File: config.mk
export PLATFORM = sky130hd
export DESIGN_NAME = ex_mem_stage
export DESIGN_NICKNAME = d
export VERILOG_FILES = /design/src/rtl/ex_mem_stage.sv
export SDC_FILE = /design/constraint.sdc
export NUM_CORES = 1
export LEC_CHECK = 0
export BUFFER_PORTS_ARGS = -buffer_cell sky130_fd_sc_hd__buf_2
export CAP_MARGIN = 20
export CORE_ASPECT_RATIO = 1.75
export CORE_MARGIN = 2
export CORE_UTILIZATION = 40
export DETAILED_ROUTE_END_ITERATION = 6
export GPL_TIMING_DRIVEN = 1
export PLACE_DENSITY = 0.67
export REMOVE_ABC_BUFFERS = 1
export SYNTH_ARGS = -nofsm -noshare
export SYNTH_HDL_FRONTEND = slang
export SYNTH_SLANG_ARGS = --single-unit
File: constraint.sdc
create_clock -name clk -period 10.68 [get_ports clk]
set_input_delay 1.602 -clock clk [delete_from_list [all_inputs] [get_ports clk]]
set_output_delay 1.602 -clock clk [all_outputs]
set_load 0.02 [all_outputs]
File: src/rtl/ex_mem_stage.sv
// EX/MEM pipeline register with branch/jump resolution, fetch redirect
// and wrong-path squash after a taken control transfer.
module ex_mem_stage #(
  parameter int SQUASH_N = 3
) (
  input  logic        clk,
  input  logic        rst,
  input  logic        ex_valid,
  output logic        ex_ready,
  input  logic [31:0] ex_pc,
  input  logic [31:0] ex_imm,
  input  logic [31:0] alu_result,
  input  logic        alu_zero,
  input  logic [31:0] ex_rs2_data,
  input  logic [4:0]  ex_rd,
  input  logic        ex_reg_write,
  input  logic        ex_mem_read,
  input  logic        ex_mem_write,
  input  logic        ex_branch,
  input  logic        ex_branch_ne,
  input  logic        ex_jal,
  input  logic        ex_jalr,
  input  logic        mem_stall,
  output logic        mem_valid,
  output logic [31:0] mem_result,
  output logic [31:0] mem_write_data,
  output logic [4:0]  mem_rd,
  output logic        mem_reg_write,
  output logic        mem_mem_read,
  output logic        mem_mem_write,
  output logic        mem_exc,
  output logic        redirect,
  output logic [31:0] redirect_pc
);

  localparam int CW = $clog2(SQUASH_N + 1);

  typedef enum logic {NORMAL, SQUASH} state_t;

  state_t        state;
  logic [CW-1:0] cnt;
  logic          taken;
  logic          misal;
  logic [31:0]   target;

  assign ex_ready = ~mem_stall;
  assign taken    = (ex_branch & (alu_zero ^ ex_branch_ne))
                  | ex_jal | ex_jalr;
  assign target   = ex_jalr ? (alu_result & ~32'h1)
                            : (ex_pc + ex_imm);
  assign misal    = taken & target[1];

  always_ff @(posedge clk or posedge rst) begin
    if (rst) begin
      state          <= NORMAL;
      cnt            <= '0;
      mem_valid      <= 1'b0;
      mem_result     <= '0;
      mem_write_data <= '0;
      mem_rd         <= '0;
      mem_reg_write  <= 1'b0;
      mem_mem_read   <= 1'b0;
      mem_mem_write  <= 1'b0;
      mem_exc        <= 1'b0;
      redirect       <= 1'b0;
      redirect_pc    <= '0;
    end else if (mem_stall) begin
      redirect <= 1'b0;
      mem_exc  <= 1'b0;
    end else if (!ex_valid || state == SQUASH) begin
      mem_valid     <= 1'b0;
      mem_reg_write <= 1'b0;
      mem_mem_read  <= 1'b0;
      mem_mem_write <= 1'b0;
      mem_exc       <= 1'b0;
      redirect      <= 1'b0;
      // only accepted wrong-path beats consume the squash budget
      if (ex_valid) begin
        cnt <= cnt - CW'(1);
        if (cnt == CW'(1)) state <= NORMAL;
      end
    end else begin
      mem_valid      <= 1'b1;
      mem_result     <= (ex_jal | ex_jalr) ? ex_pc + 32'd4
                                           : alu_result;
      mem_write_data <= ex_rs2_data;
      mem_rd         <= ex_rd;
      mem_reg_write  <= ex_reg_write & ~misal;
      mem_mem_read   <= ex_mem_read & ~misal;
      mem_mem_write  <= ex_mem_write & ~misal;
      mem_exc        <= misal;
      redirect       <= taken & ~misal;
      if (taken & ~misal) redirect_pc <= target;
      if (taken) begin
        state <= SQUASH;
        cnt   <= CW'(SQUASH_N);
      end
    end
  end

endmodule

==> results of run 1 <==
[sequential cells by signal, summed over array words and instances (netlist names)]
signal,count
mem_result,32
mem_write_data,32
redirect_pc,32
mem_rd,5
cnt,2
mem_exc,1
mem_mem_read,1
mem_mem_write,1
mem_reg_write,1
mem_valid,1
redirect,1
state,1
[worst register-to-register path: cells and delay by family, from the launching register on]
family                 cells  cell delay [ns]
AOI/OAI and AO/OA          2             0.20
buffers and inverters      3             1.10
DFF                        1             0.44
and+or+nand+nor            3             0.44
[cells in the final DEF (no fill, tap or decap), types with 9 or more instances in the layout]
master and instances:
a21o_1 17, a21oi_1 78, a31oi_1 9, and3_1 12, buf_2 252, clkbuf_16 9
dfrtp_1 110, ha_1 33, inv_1 12, mux2i_1 14, nand2_1 198, nand3_1 23
nand4_1 13, nor2_1 60, nor3_1 10, o21ai_0 69, o21ai_1 13, xnor2_1 32
xor2_1 19
[per-stage QoR]
stage          hold WS [ns]  std cells  worst slack [ns]  area [um^2]
3_3_place_gp          0.452       1270              6.46         8200
6_report              0.470       1286              6.75         8500
4_1_cts               0.476       1286              6.77         8500
3_5_place_dp          0.457       1270              6.38         8200
2_1_floorplan         0.465        786              4.58         6600
5_1_grt               0.502       1286              6.46         8500
[routing by layer]
metal,global-route usage (%),share of wire (%),vias up
met4,10.3,3.9,0
met2,42.7,54,229
met3,2.85,4.2,45
met5,0,0,-
met1,25.7,38,3151
li1,-,-,3309
[report_power, final]
part	internal, mW	switching, mW
Combinational	0.272	0.521
Clock	0.186	0.163
Sequential	0.594	0.0916
Total	1.05	0.775
[cell type report]
type | count | area, um^2 | share of cell area, %
multi-input combinational | 663 | 3820 | 44.9
clock buffer | 11 | 233 | 2.74
tap | 227 | 284 | 3.34
sequential | 110 | 2750 | 32.4
timing repair buffer | 257 | 1300 | 15.3
inverter | 13 | 51.3 | 0.604
clock inverter | 5 | 63.8 | 0.751
[how the worst max path moves through the flow]
stage          startpoint              end  slack (ns)  cells after the start
6_report         ex_pc[4]  redirect_pc[31]        6.75                     10
5_1_grt          ex_pc[4]  redirect_pc[31]        6.46                     10
4_1_cts           ex_jalr  redirect_pc[25]        6.77                     10
3_5_place_dp      ex_jalr  redirect_pc[21]        6.38                     10
3_3_place_gp     ex_pc[2]   mem_result[30]        6.46                     11
2_1_floorplan     ex_jalr  redirect_pc[21]        4.58                      7
[kinds of logic (layout without fill, tap and decap cells)]
kind of cell	after synthesis	after routing	share of synthesized area (%)
AND/OR/NAND/NOR	346	346	22.0
AO/OA/AOI/OAI	217	217	18.8
flip-flops	110	110	40.6
buffers and inverters	61	286	3.38
XOR/XNOR	51	51	6.59
adder cells (fa/ha/maj)	34	34	6.39
multiplexers	15	15	2.23
==> impl_summary.md, run 1 <==
Run status
The run finished with clean final reports.

Clock network
TritonCTS built the clock tree. In this run the clock root is driven by a clkbuf_16. The number of buffers created by CTS is 9. The worst-case clock buffer depth is 2. Once the clock tree was built, the setup fixing pass inserted 0 buffers. The number of hold buffers added after CTS was 0.

The number of clock sinks is 110. Post-CTS repair changed the size of 0 cells. After clock tree synthesis, the clock-pin slew on the worst setup and hold paths is 0.08 ns.

The H-tree was split into 3 levels. The source-to-sink clock delay at the later pin of the worst-skew pair is 0.35 ns.

GRT
The number of antenna violations at the first check in global routing is 0. The first global-routing pass estimated 32400 um of wire. Summed over all layers, the global routing overflow is 0. Across every metal layer, demand over resource in global routing totals 23.1%.

The pin count of the biggest net entering global routing is 104. The number of global-route vias before repair was 6445.

Synth
After synthesis, the share of flip-flops with an asynchronous set or reset is 100%. The post-synthesis cell count is 834. By area the synthesized netlist is led by dfrtp_1 (41%), nand2_1 (11%), ha_1 (6.1%), a21oi_1 (5.8%), o21ai_0 (5.1%). Summed over its instances, the top area cell type makes up 40.6% of the synthesized netlist area. The number of unique standard cell types used by synthesis is 51.

By count the netlist is led by nand2_1 (198), dfrtp_1 (110), a21oi_1 (78). The portion of the post-synthesis area used by sequential elements is 40.6%. For this run, the number of Yosys warnings is 0. The top cell type by total area after synthesis is dfrtp_1. The cell with the most instances after synthesis is nand2_1.

The synthesized netlist occupies a cell area of 6780 um^2. Among all flip-flop cells after synthesis, the most frequent one is dfrtp_1. The number of storage elements in the synthesis netlist is 110. The count of flip-flops with a built-in enable after synthesis is 0.

The mean post-synth cell area is 8.12 um^2.

Drt
The number of nets with antenna violations after routing is 0. The total number of vias is 6734. For this block, the routed nets add up to 20800 um of wire. The detailed router finished its first iteration with 239 violations. The per-cell via count in the routed design is 5.24.

The length of the first detailed-routing pass in iterations is 5. After detailed routing, the number of remaining DRC violations is 0. The routed wire length per instance is 16.2 um.

Placed design
The weighted congestion reported at the end of routability-driven placement is 0.892. Input and output buffers added on the ports amount to 252. The HPWL after detailed placement is 16100 um.

Power and ir drop
Summed over all cells, the static leakage comes to 4.39 nW. The design draws 1.83 mW. For this design the ratio of total power to cell area is 215 nW/um^2. The worst voltage drop across the vdd grid is 0.0854 mV.

Timing
Headroom to the max-slew limit came out at 31.5%. The number of slew-limit violations in the final report is 0. The post-route setup TNS is 0 ns. The count of endpoints failing hold in the final timing report is 0.

The worst clock skew on the final layout is 0.00610 ns. The number of failing setup endpoints in the final timing report is 0. The post-route minimum period is 3.93 ns. At the pin with the least slew margin, the transition time is 1.03 ns. The achievable clock frequency is 255 MHz.

Setup repair after global routing left no endpoint under its margin. In the finished design, the share of the clock period the worst path needs comes to 36.8%.

Finish
The area growth from synthesis to layout is 25.4%. The layout net count is 1233. Cells with a size suffix above 1 make up 27.1% of the layout.

0 antenna diodes ended up in the layout. The layout has 1703 filler cells. The final design utilization is 50.6%.

Critical path
Traced cell by cell, the critical path runs through buf_2 > ha_1 > nand4_1 > a311oi_1 > o21ai_1 > o31ai_1 > a21oi_1 > o22ai_1 > mux2i_1 > nand3_1. The element type at the critical path end is a register. The cell family contributing the most delay on the critical path is compound AO/OA/AOI/OAI gates. The longest individual stage delay on the worst path is 0.48 ns.

Of all nets on the critical path, the largest fanout is 6. The signal arrival time at the worst endpoint is 4.17 ns. The critical path in this run is classified as input pin to register. The required time of the worst setup path is 10.92 ns.

In this run the critical register-to-register path is launched from state. The number of buffers and inverters on the critical path is 1. The worst register-to-register path has a depth of 8. In this run the critical register-to-register path is captured at redirect_pc[25]. The slowest cell on the critical path is o31ai_1. Setup slack on the worst reg-to-reg path comes out at 8.39 ns. The critical path startpoint category is an input pin.

Min path
The number of instances on the worst hold path is 2. The kind of path behind the tightest hold check is register to register. The worst hold path terminates at mem_write_data[10].

The start point of the worst min-delay path is mem_write_data[10].

Floorplan
The die height is 176 um. The I/O pin total is 253. The initial standard-cell utilization of the core is 40.4%. The floorplan has 63 rows. The area of the die is 18000 um^2.

The core outline area is 16800 um^2. From left edge to right edge, the die measures 102 um.

Flow run
The tool flagged a number of max-cap violations equal to 0.
Power figures use the tool's default switching activity.
==> run 2: changes to the inputs <==
--- a/config.mk
+++ b/config.mk
@@ -12,7 +12,7 @@
 export CORE_UTILIZATION = 40
 export DETAILED_ROUTE_END_ITERATION = 6
 export GPL_TIMING_DRIVEN = 1
-export PLACE_DENSITY = 0.67
+export PLACE_DENSITY = 0.7
 export REMOVE_ABC_BUFFERS = 1
 export SYNTH_ARGS = -nofsm -noshare
 export SYNTH_HDL_FRONTEND = slang
==> constraint.sdc (replaced) <==
create_clock -name clk -period 3.5 [get_ports clk]
set_input_delay 0.525 -clock clk [delete_from_list [all_inputs] [get_ports clk]]
set_output_delay 0.525 -clock clk [all_outputs]
set_load 0.02 [all_outputs]
==> run 2 against run 1 <==
Effect of this change:
- first-iteration DRC count grew 8.8%
- cell area grew 0.63%
- critical path depth grew 2
==> impl_summary.md, run 2 (synthesis results as in run 1) <==
Floorplan
The core outline area is 16800 um^2 (unchanged). The number of core rows came to 63 (unchanged). The area of the die came to 18000 um^2 (unchanged).

The die height was 176 um (unchanged). The I/O pin total is 253 (unchanged). The die width is 102 um (unchanged). The initial standard-cell utilization of the core is 40.4% (unchanged).

Timing
The number of slew-limit violations in the final report is 0 (unchanged). The achievable clock frequency is 360 MHz. The worst clock skew on the final layout is 0.00859 ns (+0.00249 ns). The clock period could shrink to 2.78 ns.

Setup repair after global routing left no endpoint under its margin. The post-route setup TNS came to 0 ns (unchanged). The pin slew with the least headroom to its limit was 0.743 ns (-0.285 ns).

The worst path uses 79.4% of the clock period. The number of failing setup endpoints in the final timing report is 0 (unchanged). The worst max-slew margin expressed relative to the limit is 50.5% (+19 points).

The worst path setup slack after routing came to 0.722 ns (-6.03 ns). The count of endpoints failing hold in the final timing report came to 0 (unchanged).

Drt
The DRC marker count from the first detailed-route iteration is 260 (+8.8%). The length of the first detailed-routing pass in iterations is 5 (unchanged). The routed wire length per instance is 16.1 um (-0.29%). The number of nets with antenna violations after routing is 0 (unchanged). The aggregate routed wire length is 20900 um (+0.33%). The total number of vias came to 6694 (-0.59%). The per-cell via count in the routed design is 5.17 (-1.2%). The count of unresolved DRC violations after routing is 0 (unchanged).

Finish
The layout net count is 1240 (+0.57%). The proportion of layout cells with a drive suffix above 1 is 27.8% (+0.67 points). The non-filler instance count after layout is 1294 (+0.62%). The area occupied by registers was 2750 um^2 (unchanged).

The most common cell after layout, fill and taps aside is buf_2. The multi-input gate area in the final layout is 3820 um^2 (unchanged). The final design utilization is 50.9% (+0.32 points). In the final layout, the registers with the most flip-flops are mem_result: 32 flops, mem_write_data: 32 flops, redirect_pc: 32 flops.

The layout overhead on the synthesized area is 26.2%. Leaving out fill and tap cells, the most frequent cells in the layout are buf_2 (252), nand2_1 (198), dfrtp_1 (110), a21oi_1 (78), o21ai_0 (69). The fill cell total of the finished layout was 1711 (+0.47%).

Placed design
The total placed cells including tap cells was 1277 (+0.55%). The weighted congestion reported at the end of routability-driven placement was 0.911 (+2.1%). The number of input and output port buffers inserted is 252 (unchanged). The detailed-placement wirelength estimate is 16400 um (+1.7%).

The pre-CTS setup slack came to 0.368 ns (-6.02 ns).

Clock network
The number of cells upsized or downsized after cts came to 0 (unchanged). The clock input transition at the sequential cells of the worst setup and hold paths is 0.08 ns (about the same). The number of buffers created by CTS was 9 (unchanged). The cts-stage hold buffer count is 0 (unchanged).

The source-to-sink clock delay at the later pin of the worst-skew pair is 0.35 ns (about the same). TritonCTS built the clock tree. The number of setup buffers added after CTS is 0 (unchanged). The worst-case clock buffer depth was 2 (unchanged). The root buffer cell chosen for the clock tree is clkbuf_16. The number of clock sinks was 110 (unchanged). The H-tree depth is 3 (unchanged).

Critical path
The critical path startpoint category is an input pin. The element type at the critical path end is a register. The depth of the most critical reg-to-reg path is 3 (-5). The category of the critical setup timing path is input pin to register. The largest driver fanout on the critical path is 3 (-3). The required time of the worst setup path came to 3.74 ns (-7.18 ns).

The signal arrival time at the worst endpoint is 3.02 ns (-1.15 ns).

Power and ir drop
The total power divided by cell area was 644 nW/um^2 (+200%). The post-route total power is 5.51 mW (+200%). The part of the total power dissipated in the clock network is 18.0% (-1.1 points).

The worst voltage drop across the vdd grid is 0.251 mV (+190%). The leakage power of the design was 4.43 nW (+0.75%). The net switching power figure was 2.36 mW (+200%). The switching share of power was 42.9% (+0.46 points). The sequential group share of total power is 37.6% (about the same). The design internal power is 3.14 mW (+200%). The share of power burned in combinational logic is 44.4% (+1.0 points).

GRT
The total global routing track utilization is 22.9% (-0.13 points). The remaining global-route overflow is 0 (unchanged). The number of global-route vias before repair is 6615 (+2.6%). The number of antenna violations at the first check in global routing is 1 (+1). The wire length of the first global-routing pass is 32300 um (-0.45%).

The pin count of the biggest net entering global routing came to 58 (-44%).

Run status
The flow ran to the end, and the final reports show no timing, DRC or antenna violations.

Min path
The kind of path behind the tightest hold check is input pin to asynchronous set/reset pin.

Flow run
The max-capacitance violation count was 0 (unchanged).
## run 2: cell count changes in the layout (fill, tap and decap cells not counted), sizes merged
cell    change
buf         +7
clkinv      +3
clkbuf      -2
bufinv      -1
diode       +1
## run 2: layout make-up
cell class	instances	area share, %
Clock buffer	9	2.63
Sequential cell	110	32.2
Antenna cell	1	0.0293
Inverter	13	0.600
Clock inverter	7	0.673
Timing Repair Buffer	264	15.9
Tap cell	227	3.32
Multi-Input combinational cell	663	44.6
## run 2: layer usage
metal  vias to the layer above  GRT usage [%]  share of wire (%)
met5                         -              0                  0
met4                         0           13.3                5.7
met3                        71           3.72                4.5
met2                       223           41.4                 53
met1                      3078           24.5                 37
li1                       3322              -                  -
## run 2: through the flow
step / cell area (um^2) / hold WS, ns
2_1_floorplan: 6600 / 0.465
3_3_place_gp: 8270 / 0.453
3_5_place_dp: 8270 / 0.458
4_1_cts: 8550 / 0.319
5_1_grt: 8550 / 0.349
6_report: 8550 / 0.305
## run 2: critical path: stages
cell and delay [ns]:
buf_2 0.12, ha_1 0.22, fa_1 0.42, a21oi_1 0.24, nor2_2 0.08, nor2_1 0.23
o41ai_4 0.13, a31oi_1 0.42, o31a_1 0.30, o311ai_2 0.13, xnor2_1 0.14, o21ai_1 0.07
## run 2: final timing paths
check	from	end	slack, ns
worst max-delay path	ex_pc[0]	redirect_pc[30]	0.72
worst min-delay path	rst	mem_result[27]	0.31
worst max register to register	state	mem_result[24]	1.69
worst min register to register	mem_write_data[4]	mem_write_data[4]	0.47
max in group asynchronous	rst	redirect_pc[6]	2.43
min in group clk	ex_rs2_data[9]	mem_write_data[9]	0.36
## run 2: power groups by stage
| stage | Sequential, mW | Clock, mW | Combinational [mW] |
|---|---|---|---|
| 2_1_floorplan | 2.77 | 0 | 0.819 |
| 3_3_place_gp | 2.09 | 0 | 2.42 |
| 3_5_place_dp | 2.10 | 0 | 2.46 |
| 4_1_cts | 2.07 | 1.02 | 2.47 |
| 5_1_grt | 2.15 | 1.07 | 2.68 |
| 6_report | 2.07 | 0.991 | 2.44 |
